### config.mk
export PLATFORM = sky130hd
export DESIGN_NAME = tqvp_htfab_vga_capture
export DESIGN_NICKNAME = d
export VERILOG_FILES = /design/src/rtl/tqvp_htfab_vga_capture.sv
export SDC_FILE = /design/constraint.sdc
export NUM_CORES = 1
export LEC_CHECK = 0
export ABC_AREA = 1
export BUFFER_PORTS_ARGS = -buffer_cell sky130_fd_sc_hd__buf_4
export CAP_MARGIN = 40
export CORE_MARGIN = 3
export CORE_UTILIZATION = 47
export DETAILED_ROUTE_END_ITERATION = 8
export GPL_TIMING_DRIVEN = 0
export PLACE_DENSITY_LB_ADDON = 0.25
export SETUP_SLACK_MARGIN = 0.15
export SYNTH_ARGS = -nofsm -noshare
export SYNTH_HDL_FRONTEND = slang
export SYNTH_SLANG_ARGS = --single-unit
export TNS_END_PERCENT = 50
### constraint.sdc
create_clock -name clk -period 3.33 [get_ports clk]
set_clock_uncertainty 0.1 [all_clocks]
set_input_delay 0.1665 -clock clk [delete_from_list [all_inputs] [get_ports clk]]
set_output_delay 0.1665 -clock clk [all_outputs]
set_load 0.05 [all_outputs]
### src/rtl/tqvp_htfab_vga_capture.sv
// TinyQV peripheral: captures a down-sampled 32x14 monochrome frame from a VGA
// input into CPU-readable registers and measures the hsync line period.
//
// state       | meaning
// IDLE        | not capturing, waiting for an arm command
// WAIT_VSYNC  | armed, waiting for the vsync edge that starts a frame
// CAPTURE     | counting lines, sampling pixels of selected lines into rows

module tqvp_htfab_vga_capture #(
  parameter int NUM_ROWS = 14,
  parameter int MEAS_W   = 16
) (
  input  logic        clk,
  input  logic        rst_n,
  input  logic [7:0]  ui_in,
  output logic [7:0]  uo_out,
  input  logic [5:0]  address,
  input  logic [31:0] data_in,
  input  logic [1:0]  data_write_n,
  input  logic [1:0]  data_read_n,
  output logic [31:0] data_out,
  output logic        data_ready,
  output logic        user_interrupt
);

  typedef enum logic [1:0] {S_IDLE, S_WAIT_VSYNC, S_CAPTURE} state_t;

  localparam logic [31:0] CFG_DEFAULT = {6'd34, 9'd35, 6'd51, 11'd391};
  localparam logic [3:0]  ROWS        = 4'(NUM_ROWS);
  localparam logic [3:0]  LAST_ROW    = 4'(NUM_ROWS - 1);

  state_t            state_q, state_d;
  logic              cont_q, cont_d;
  logic [3:0]        row_q, row_d;
  logic [8:0]        ycnt_q, ycnt_d;
  logic              sampling_q, sampling_d;
  logic [10:0]       timer_q, timer_d;
  logic [4:0]        bit_q, bit_d;
  logic [31:0]       asm_q, asm_d;
  logic [31:0]       rows_q [NUM_ROWS];
  logic [31:0]       cfg_q;
  logic              done_q, done_d, short_q, short_d, sync_seen_q;
  logic              hs_prev_q, vs_prev_q;
  logic [MEAS_W-1:0] cnt_q, cnt_d, line_period_q;
  logic              data_ready_q;
  logic [31:0]       data_out_q;

  logic        pix, hs_edge, vs_edge, busy;
  logic [3:0]  word;
  logic        cfg_wr, ctrl_wr, ctrl_stop, ctrl_clr, arm_go;
  logic [10:0] x_off;
  logic [5:0]  x_stepm1, y_stepm1;
  logic [8:0]  y_off, ycur;
  logic        line_start, first_line, line_sel, frame_end;
  logic        commit, done_set, short_set, strobe;
  logic [31:0] commit_data, sample_word;
  logic [31:0] status, rd_val, rd_masked;
  logic        rd_req;
  logic        unused_bits;

  assign pix     = ui_in[0];
  assign hs_edge = hs_prev_q & ~ui_in[1];
  assign vs_edge = vs_prev_q & ~ui_in[2];
  assign busy    = (state_q != S_IDLE);
  assign word    = address[5:2];

  assign cfg_wr    = (data_write_n == 2'b10) && (word == 4'd14);
  assign ctrl_wr   = (data_write_n == 2'b10) && (word == 4'd15);
  assign ctrl_stop = ctrl_wr && data_in[3];
  assign ctrl_clr  = ctrl_wr && data_in[2];
  assign arm_go    = ctrl_wr && (data_in[0] || data_in[1]) && !data_in[3];

  // A step field of 0 wraps to 63 here, i.e. a step of 64.
  assign x_off    = cfg_q[10:0];
  assign x_stepm1 = cfg_q[16:11] - 6'd1;
  assign y_off    = cfg_q[25:17];
  assign y_stepm1 = cfg_q[31:26] - 6'd1;

  assign sample_word = asm_q | (32'(pix) << bit_q);

  always_comb begin
    state_d     = state_q;
    row_d       = row_q;
    ycnt_d      = ycnt_q;
    sampling_d  = sampling_q;
    timer_d     = timer_q;
    bit_d       = bit_q;
    asm_d       = asm_q;
    commit      = 1'b0;
    commit_data = asm_q;
    done_set    = 1'b0;
    short_set   = 1'b0;
    strobe      = 1'b0;
    line_start  = 1'b0;
    first_line  = 1'b0;
    frame_end   = 1'b0;
    ycur        = '0;
    line_sel    = 1'b0;

    case (state_q)
      S_WAIT_VSYNC: begin
        if (vs_edge) begin
          state_d    = S_CAPTURE;
          row_d      = '0;
          line_start = 1'b1;
          first_line = 1'b1;
        end
      end
      S_CAPTURE: begin
        if (vs_edge) begin
          commit     = sampling_q;
          done_set   = 1'b1;
          short_set  = 1'b1;
          sampling_d = 1'b0;
          row_d      = '0;
          if (cont_q) begin
            line_start = 1'b1;
            first_line = 1'b1;
          end else begin
            state_d = S_IDLE;
          end
        end else if (hs_edge) begin
          // A line cut short by the next hsync still commits what it has.
          commit = sampling_q;
          if (sampling_q && row_q == LAST_ROW) begin
            frame_end = 1'b1;
          end else begin
            line_start = 1'b1;
            if (sampling_q) row_d = row_q + 4'd1;
          end
        end else if (sampling_q) begin
          if (timer_q == '0) begin
            strobe      = 1'b1;
            asm_d       = sample_word;
            commit_data = sample_word;
            if (bit_q == 5'd31) begin
              commit     = 1'b1;
              sampling_d = 1'b0;
              if (row_q == LAST_ROW) frame_end = 1'b1;
              else row_d = row_q + 4'd1;
            end else begin
              bit_d   = bit_q + 5'd1;
              timer_d = {5'b0, x_stepm1};
            end
          end else begin
            timer_d = timer_q - 11'd1;
          end
        end
      end
      default: ;
    endcase

    if (line_start) begin
      ycur       = first_line ? y_off : ycnt_q;
      line_sel   = (ycur == '0);
      ycnt_d     = line_sel ? {3'b0, y_stepm1} : ycur - 9'd1;
      sampling_d = line_sel;
      asm_d      = '0;
      bit_d      = '0;
      if (line_sel) begin
        // Zero offset means the first sample lands on the hsync edge itself.
        if (x_off == '0) begin
          strobe  = 1'b1;
          asm_d   = {31'b0, pix};
          bit_d   = 5'd1;
          timer_d = {5'b0, x_stepm1};
        end else begin
          timer_d = x_off - 11'd1;
        end
      end
    end

    if (frame_end) begin
      done_set   = 1'b1;
      sampling_d = 1'b0;
      row_d      = '0;
      state_d    = cont_q ? S_WAIT_VSYNC : S_IDLE;
    end

    if (ctrl_stop) begin
      state_d    = S_IDLE;
      sampling_d = 1'b0;
    end else if (arm_go) begin
      state_d    = S_WAIT_VSYNC;
      row_d      = '0;
      sampling_d = 1'b0;
    end
  end

  assign cont_d  = arm_go ? data_in[1] : cont_q;
  assign done_d  = done_set  ? 1'b1 : ((ctrl_clr || arm_go) ? 1'b0 : done_q);
  assign short_d = short_set ? 1'b1 : ((ctrl_clr || arm_go) ? 1'b0 : short_q);
  assign cnt_d   = hs_edge ? MEAS_W'(1) : ((&cnt_q) ? cnt_q : cnt_q + MEAS_W'(1));

  assign status = {16'(line_period_q), 12'b0, short_q, sync_seen_q, done_q, busy};
  assign rd_req = (data_read_n != 2'b11) && !data_ready_q;

  always_comb begin
    rd_val = '0;
    if (word < ROWS) rd_val = rows_q[word];
    else if (word == 4'd14) rd_val = cfg_q;
    else if (word == 4'd15) rd_val = status;
    case (data_read_n)
      2'b00:   rd_masked = rd_val & 32'h0000_00FF;
      2'b01:   rd_masked = rd_val & 32'h0000_FFFF;
      default: rd_masked = rd_val;
    endcase
  end

  always_ff @(posedge clk) begin
    if (!rst_n) begin
      state_q       <= S_IDLE;
      cont_q        <= 1'b0;
      row_q         <= '0;
      ycnt_q        <= '0;
      sampling_q    <= 1'b0;
      timer_q       <= '0;
      bit_q         <= '0;
      asm_q         <= '0;
      for (int i = 0; i < NUM_ROWS; i++) rows_q[i] <= '0;
      cfg_q         <= CFG_DEFAULT;
      done_q        <= 1'b0;
      short_q       <= 1'b0;
      sync_seen_q   <= 1'b0;
      hs_prev_q     <= 1'b0;
      vs_prev_q     <= 1'b0;
      cnt_q         <= '0;
      line_period_q <= '0;
      data_ready_q  <= 1'b0;
      data_out_q    <= '0;
    end else begin
      state_q    <= state_d;
      cont_q     <= cont_d;
      row_q      <= row_d;
      ycnt_q     <= ycnt_d;
      sampling_q <= sampling_d;
      timer_q    <= timer_d;
      bit_q      <= bit_d;
      asm_q      <= asm_d;
      if (commit) rows_q[row_q] <= commit_data;
      if (cfg_wr) cfg_q <= data_in;
      done_q     <= done_d;
      short_q    <= short_d;
      if (vs_edge) sync_seen_q <= 1'b1;
      hs_prev_q  <= ui_in[1];
      vs_prev_q  <= ui_in[2];
      cnt_q      <= cnt_d;
      if (hs_edge) line_period_q <= cnt_q;
      data_ready_q <= rd_req;
      if (rd_req) data_out_q <= rd_masked;
    end
  end

  assign uo_out         = rst_n ? {6'b0, strobe, busy} : 8'h00;
  assign data_out       = data_out_q;
  assign data_ready     = data_ready_q;
  assign user_interrupt = done_q;

  assign unused_bits = ^{address[1:0], ui_in[7:3]};

endmodule

==> flow_summary.toml, run 1 <==
[timing]
tightest_slew_ps = 1050
rsz0062_at_grt = "yes"
final_hold_viol_count = 0
fin_crit_sh_pct = 99.0
setup_viol = 0
relSlewSlack_pct = 29.5
fin_crit_ps = 3300
drv_slew = 0
fmaxAchievable_mhz = 303

[finish]
nets = 3354
fill_cells = 4997
utilization_pct = 57.2
final_common_cell = "nor2_1"
final_cell_count_no_fill = 4103
layout_common_cells = "859 x nor2_1, 448 x edfxtp_1, 343 x nand2_1"
area_growth_pct = 19.4
layout-drive-gt1-share_pct = 13.0

[routing]
finalWirelength_um = 103000
via_count = 24400
post_drt_wl_per_cell_um = 25.2
avgViaCountPerCell = 5.94
first_pass_iters = 7
initialDrtViolationCount = 3436
drtAntennaViolNets = 0
drc = 0

[setup_path]
crit_type = "reg2out"
critical_path_buf_inv_count = 6
critPathLaunchType = "flip-flop"
cp_slowest_cell = "dfxtp_4"
crit_fanout = 5
crit_top_cell = "nor2_4"
end_kind = "output pin"
path_delay_family = "simple AND/OR/NAND/NOR gates"
required_ps = 3060
crit_path_cell_trace = "inv_4, buf_12, ha_4, clkinvlp_4, nor2_4, buf_6, nand3_2, nand2_2, inv_2, nor2_4, nand3_4, nor2_4, nand2_4, a21oi_4, buf_8"
critPathArrivalTime_ps = 3030
worst_path_largest_cell_delay_ps = 370

[floorplan]
die_h_um = 249
ios = 94
core-area_um2 = 58100
row_count = 88
dieArea_um2 = 62200
die_w_um = 249
start_util_pct = 47.9

[synth]
synth.distinct_cells = 48
yosys_warnings = 0
synth-xor-area-share_pct = 0.849
yosys.area_share.simple_pct = 20.0
avgSynthCellArea_um2 = 9.20
synth_compound_gate_area_share_pct = 12.7
synth_area_leaders = "edfxtp_1 48%, dfxtp_1 12%, nor2_1 12%, o21ai_0 6.1%, nand2_1 5.0%"
yosysTopAreaCell = "edfxtp_1"
synth_top_family_by_area = "simple AND/OR/NAND/NOR gates"
synth_seq_cells = 615
ys_seq_area_share_pct = 60.3
syn_area_um2 = 27900
synth_fa_ha_area_share_pct = 0.763
netlist.area_leader.share_pct = 48.3
synthMuxAreaShare_pct = 0
syn_inst = 3030

[place]
numPortBuffers = 76
dp.cells = 3900
hpwlAfterDp_um = 75300
place_congestion = 0.975

[pwr]
vdd_drop_max_mv = 0.412
p_leak_nw = 11.9
p_per_area_nw_per_um2 = 538
total_power_mw = 17.9

[cts]
cts_tree = "yes"
cts_buffer_depth = 3
cts_sinks = 615
numCtsBuffers = 66
cts_root_buffer = "clkbuf_16"
insertion_delay_ps = 610
cts_max_level = 3
clk_pin_slew_ps = 60

[global_routing]
grt_overflow = 0
grt_max_degree = 33
grtUsageTotal_pct = 32.3
antenna_found_initial = 4
grt_pass1_vias = 23000
grt_pass1_wl_um = 150000

[flow_run]
maxCapViolations = 0

[hold_path]
hold_path_class = "in2reg"

[outcome]
status = "finished, final reports clean"
[power breakdown]
group	total, mW	leakage [nW]	internal, mW	switching, mW
Clock	7.41	1.05	4.30	3.11
Sequential	8.67	5.63	8.53	0.144
Combinational	1.82	5.18	0.557	1.26
Total	17.9	11.9	13.4	4.52
[synth_stat cells, drive strengths merged]
library cell / count
nor2: 873
edfxtp: 448
nand2: 377
o21ai: 345
dfxtp: 167
inv: 141
a21oi: 115
clkbuf: 112
buf: 105
nand3: 87
o211ai: 74
o22ai: 34
o21a: 28
nor3: 27
ha: 17
xor2: 16
nand4: 13
a31oi: 11
xnor2: 11
nand3b: 8
o221ai: 5
a221oi: 3
or2: 3
a211oi: 2
nor4: 2
a22o: 1
clkinv: 1
conb: 1
o2111ai: 1
o211a: 1
o21bai: 1
[state kept, by name, summed over array words and instances, names as in the netlist]
signal,cells
hs_prev_q,1
sync_seen_q,1
sampling_q,1
state_q,2
line_period_q,16
short_q,1
user_interrupt,1
rows_q,448
data_ready,1
data_out,32
timer_q,11
ycnt_q,9
row_q,4
cnt_q,16
cfg_q,32
bit_q,5
vs_prev_q,1
asm_q,32
cont_q,1
[routing by layer]
layer  share of wire, %  routed length [um]  global-route usage (%)
met1                 37               38200                    41.3
met2                 46               47900                    52.4
met3                 12               12200                    7.23
met4                5.0                5160                    15.5
met5                  0                   0                       0
[kinds of logic (layout without fill, tap and decap cells)]
logic type | Yosys count | count (layout)
flops | 615 | 615
buf+inv | 359 | 659
xor+xnor | 27 | 27
fa+ha+maj | 17 | 17
simple gates | 1390 | 1391
compound gates | 621 | 621
other cells | 1 | 8
[area by class of cell]
cell class	instances	area, um^2	share of cell area [%]
clock inverters	22	213	0.639
plain buffers	217	1040	3.13
clock buffers	97	1910	5.75
repair buffers	181	1810	5.45
diodes	2	5.00	0.0150
multi-input cells	2062	9980	30.0
flip-flops and latches	615	16800	50.5
inverters	142	539	1.62
well taps	765	957	2.88
[stage by stage]
stage	hold WS, ps	setup TNS, ps	worst slack (ps)	cell area, um^2
global route	95.1	-56.2	-56.2	33300
detailed placement	262	-158510	-753	29900
finish	47.2	0	33.1	33300
global placement	259	-439080	-1200	29400
CTS	22.1	0	7.30	33100
floorplan	160	0	255	27900
[worst paths after layout]
path	startpoint	to	slack, ps	depth (start not counted)
setup / recovery	state_q[0]$_SDFFE_PP0P_	uo_out[1]	30	15
hold / removal	address[4]	data_out[30]$_SDFFE_PN0P_	50	5
setup reg to reg	bit_q[1]$_SDFFE_PN0P_	rows_q[12][6]$_SDFFCE_PN0P_	200	12
hold reg to reg	ycnt_q[4]$_SDFFE_PN0P_	ycnt_q[4]$_SDFFE_PN0P_	360	2
[worst register-to-register path, cell delays in order (launching register included)]
cell and delay, ps:
dfxtp_2 390, ha_1 200, inv_1 70, nor3_2 140, ha_2 250, nand3_2 180
nand2_1 130, nand3_2 170, nor2_4 350, nand3_4 220, buf_4 270, nand2_8 160
buf_16 200
[repair_timing]
item                                    4_1_cts  5_1_grt
gates cloned                                  1        2
resized for setup                            82       32
hold buffers                                 48        0
buffers inserted                             26        4
endpoints found under the hold margin        59        0
endpoints found under the setup margin      559      389
pin swaps                                    15        9
No activity file was read; power rests on OpenSTA's default activity.
==> inputs of run 2 (changes only) <==
- ABC_AREA: 1 -> not set
==> run 2 against run 1 <==
Against the previous run: clock power shrank 13%; sequential share of layout area shrank 0.24 points; core utilization grew 0.50 points; maximum frequency shrank 19%; hold slack gained 25 ps; the run now ends with setup timing left; cell area grew 0.49%; critical endpoint unchanged; wire length shrank 18%; largest cell class unchanged; total power shrank 8.6%.
==> flow_summary.toml, run 2 <==
[synth]
synth_area_leaders = "edfxtp_1 49%, dfxtp_1 12%, mux4_2 9.3%, nor2_1 7.7%, nand2_1 2.7%"
syn_area_um2 = 27600
synthTopCellsByCount = "566 x nor2_1, 448 x edfxtp_1, 198 x nand2_1, 167 x dfxtp_1, 129 x clkbuf_1"
yosys_warnings = 0
ys.flop_type = "edfxtp_1"
async_reset_ff_share_pct = 0
yosysTopAreaCell = "edfxtp_1"
netlist.area_leader.share_pct = 48.8
ys_seq_area_share_pct = 60.9
synth_edf_count = 448
yosysMostFrequentCell = "nor2_1"
synth.distinct_cells = 78
syn_inst = 2283
avgSynthCellArea_um2 = 12.1
synth_seq_cells = 615

[timing]
layout_setup_ws_ps = -753
fin_crit_sh_pct = 123
relSlewSlack_pct = 26.7
fin_crit_ps = 4080
tightest_slew_ps = 1100
setup_viol = 11
final_hold_viol_count = 0
fmaxAchievable_mhz = 245
tns_ps = -1540
rsz0062_at_grt = "yes"
drv_slew = 0

[setup_path]
required_ps = 3060
crit_path_cell_trace = "buf_4, ha_2, clkbuf_8, a21o_1, nand2_2, buf_8, mux2i_4, ha_4, nor4b_4, o211ai_1, a222oi_1, buf_4, clkbuf_16, nand2_8, a21oi_4, buf_6"
worst_path_largest_cell_delay_ps = 390
critical_path_buf_inv_count = 6
critPathLaunchType = "flip-flop"
critPathArrivalTime_ps = 3820
path_delay_family = "buffers and inverters"
cp_slowest_cell = "a222oi_1"
crit_type = "reg2out"
crit_fanout = 5
crit_top_cell = "buf_4"
end_kind = "output pin"

[floorplan]
die_h_um = 248
row_count = 88
dieArea_um2 = 61600
core-area_um2 = 57900
ios = 94
start_util_pct = 47.6
die_w_um = 248

[finish]
area_growth_pct = 21.2
ff_latch_area_um2 = 16800
diodes = 0
nets = 2640
fill_cells = 4664
largest_reg_flops = 448
multi_input_area_um2 = 10400
layout_common_cells = "564 x nor2_1, 448 x edfxtp_1, 181 x nand2_1"
layout-drive-gt1-share_pct = 21.1
final_common_cell = "nor2_1"
top_register = "rows_q"
utilization_pct = 57.7

[routing]
met2_length_um = 41200
dr.max_layer_used = "met4"
drtAntennaViolNets = 0
finalWirelength_um = 84900
wl_met1_um = 32800
via_count = 20400
avgViaCountPerCell = 6.03
first_pass_iters = 6
post_drt_wl_per_cell_um = 25.1
wl_met3_um = 7300
drc = 0
initialDrtViolationCount = 2299

[cts]
cts_sinks = 615
numCtsBuffers = 60
insertion_delay_ps = 650
cts_tree = "yes"
cts_root_buffer = "clkbuf_16"
clk_pin_slew_ps = 60
cts_buffer_depth = 3
cts_max_level = 2

[global_routing]
grt_max_degree = 29
antenna_found_initial = 1
grt_pass1_vias = 19600
grt_pass1_wl_um = 123000
grt_overflow = 0
grtUsageTotal_pct = 27.0

[pwr]
vdd_drop_max_mv = 0.437
p_leak_nw = 11.1
total_power_mw = 16.4
p_per_area_nw_per_um2 = 489

[flow_run]
maxCapViolations = 0

[outcome]
status = "finished, violations left"
violations = "setup timing"

[place]
hpwlAfterDp_um = 59500
pre_cts_ws_ps = -1240
numPortBuffers = 76
place_congestion = 0.917

[hold_path]
hold_path_class = "in2reg"
run 2: cell types whose count changed after synthesis, sizes merged, moves of 55 or more:
cell,before,now
inv,141,27
nor2,873,566
o211ai,74,19
nand2,377,199
mux4,0,114
o21ai,345,49
run 2: logic make-up (layout without fill, tap and decap cells):
| logic type | count (synthesis) | count (layout) | share of synthesized area [%] |
|---|---|---|---|
| AOI/OAI and AO/OA | 324 | 324 | 8.82 |
| xor gates and xnor gates | 32 | 32 | 1.02 |
| adders and majority gates | 17 | 17 | 0.771 |
| buffers and inverters | 215 | 543 | 3.58 |
| DFF | 615 | 615 | 60.9 |
| muxes | 149 | 149 | 10.6 |
| other | 1 | 6 | 0.0136 |
| and+or+nand+nor | 930 | 932 | 14.3 |
run 2: area by class of cell:
class,count,area share (%)
clock inverter,29,0.603
multi-input combinational,1460,31.1
sequential,615,50.3
tap,765,2.86
clock buffer,80,4.78
buffer,187,3.31
inverter,28,0.329
timing repair buffer,219,6.78
run 2: power breakdown:
| part | internal, mW | leakage (nW) | total, mW | switching, mW |
|---|---|---|---|---|
| registers | 8.48 | 5.69 | 8.59 | 0.111 |
| logic | 0.536 | 4.58 | 1.35 | 0.811 |
| clock network | 3.45 | 0.870 | 6.42 | 2.96 |
| total | 12.5 | 11.1 | 16.4 | 3.89 |
run 2: path summary, 6_finish.rpt:
check | to | cells after the start | slack, ps | startpoint
worst min register to register | line_period_q[14]$_SDFFE_PN0P_ | 2 | 370 | line_period_q[14]$_SDFFE_PN0P_
worst min-delay path | cnt_q[13]$_SDFFE_PP0N_ | 3 | 70 | rst_n
worst max register to register | timer_q[6]$_SDFF_PN0_ | 16 | -200 | state_q[1]$_SDFFE_PP0P_
worst max-delay path | uo_out[1] | 16 | -750 | state_q[1]$_SDFFE_PP0P_
run 2: repair_timing:
action                                 CTS  global route
endpoints found under the hold margin   54             0
hold buffers                            37             0
setup endpoints to repair              919           745
buffers inserted                        47            28
cloned                                   7             3
pin swaps                               10            21
gates resized for setup                 91            83
run 2: worst register-to-register path, delay by kind of cell, from the launching register on:
kind	cells	cell delay [ps]
and+or+nand+nor	2	350
adders and majority gates	2	350
muxes	1	250
AOI/OAI and AO/OA	5	1090
buffers and inverters	6	930
DFF	1	340
run 2: routing by layer:
metal / track usage (%) / vias to the layer above
li1: - / 8931
met1: 36.0 / 10200
met2: 45.0 / 1100
met3: 3.89 / 198
met4: 10.6 / 0
met5: 0 / -
run 2: stage by stage:
stage          area, um^2  cells  hold slack (ps)
6_report            33400   3383             72.3
5_1_grt             33400   3383              108
4_1_cts             32800   3350             40.2
3_5_place_dp        29600   3150              297
3_3_place_gp        29200   3129              285
2_1_floorplan       27700   2288              188
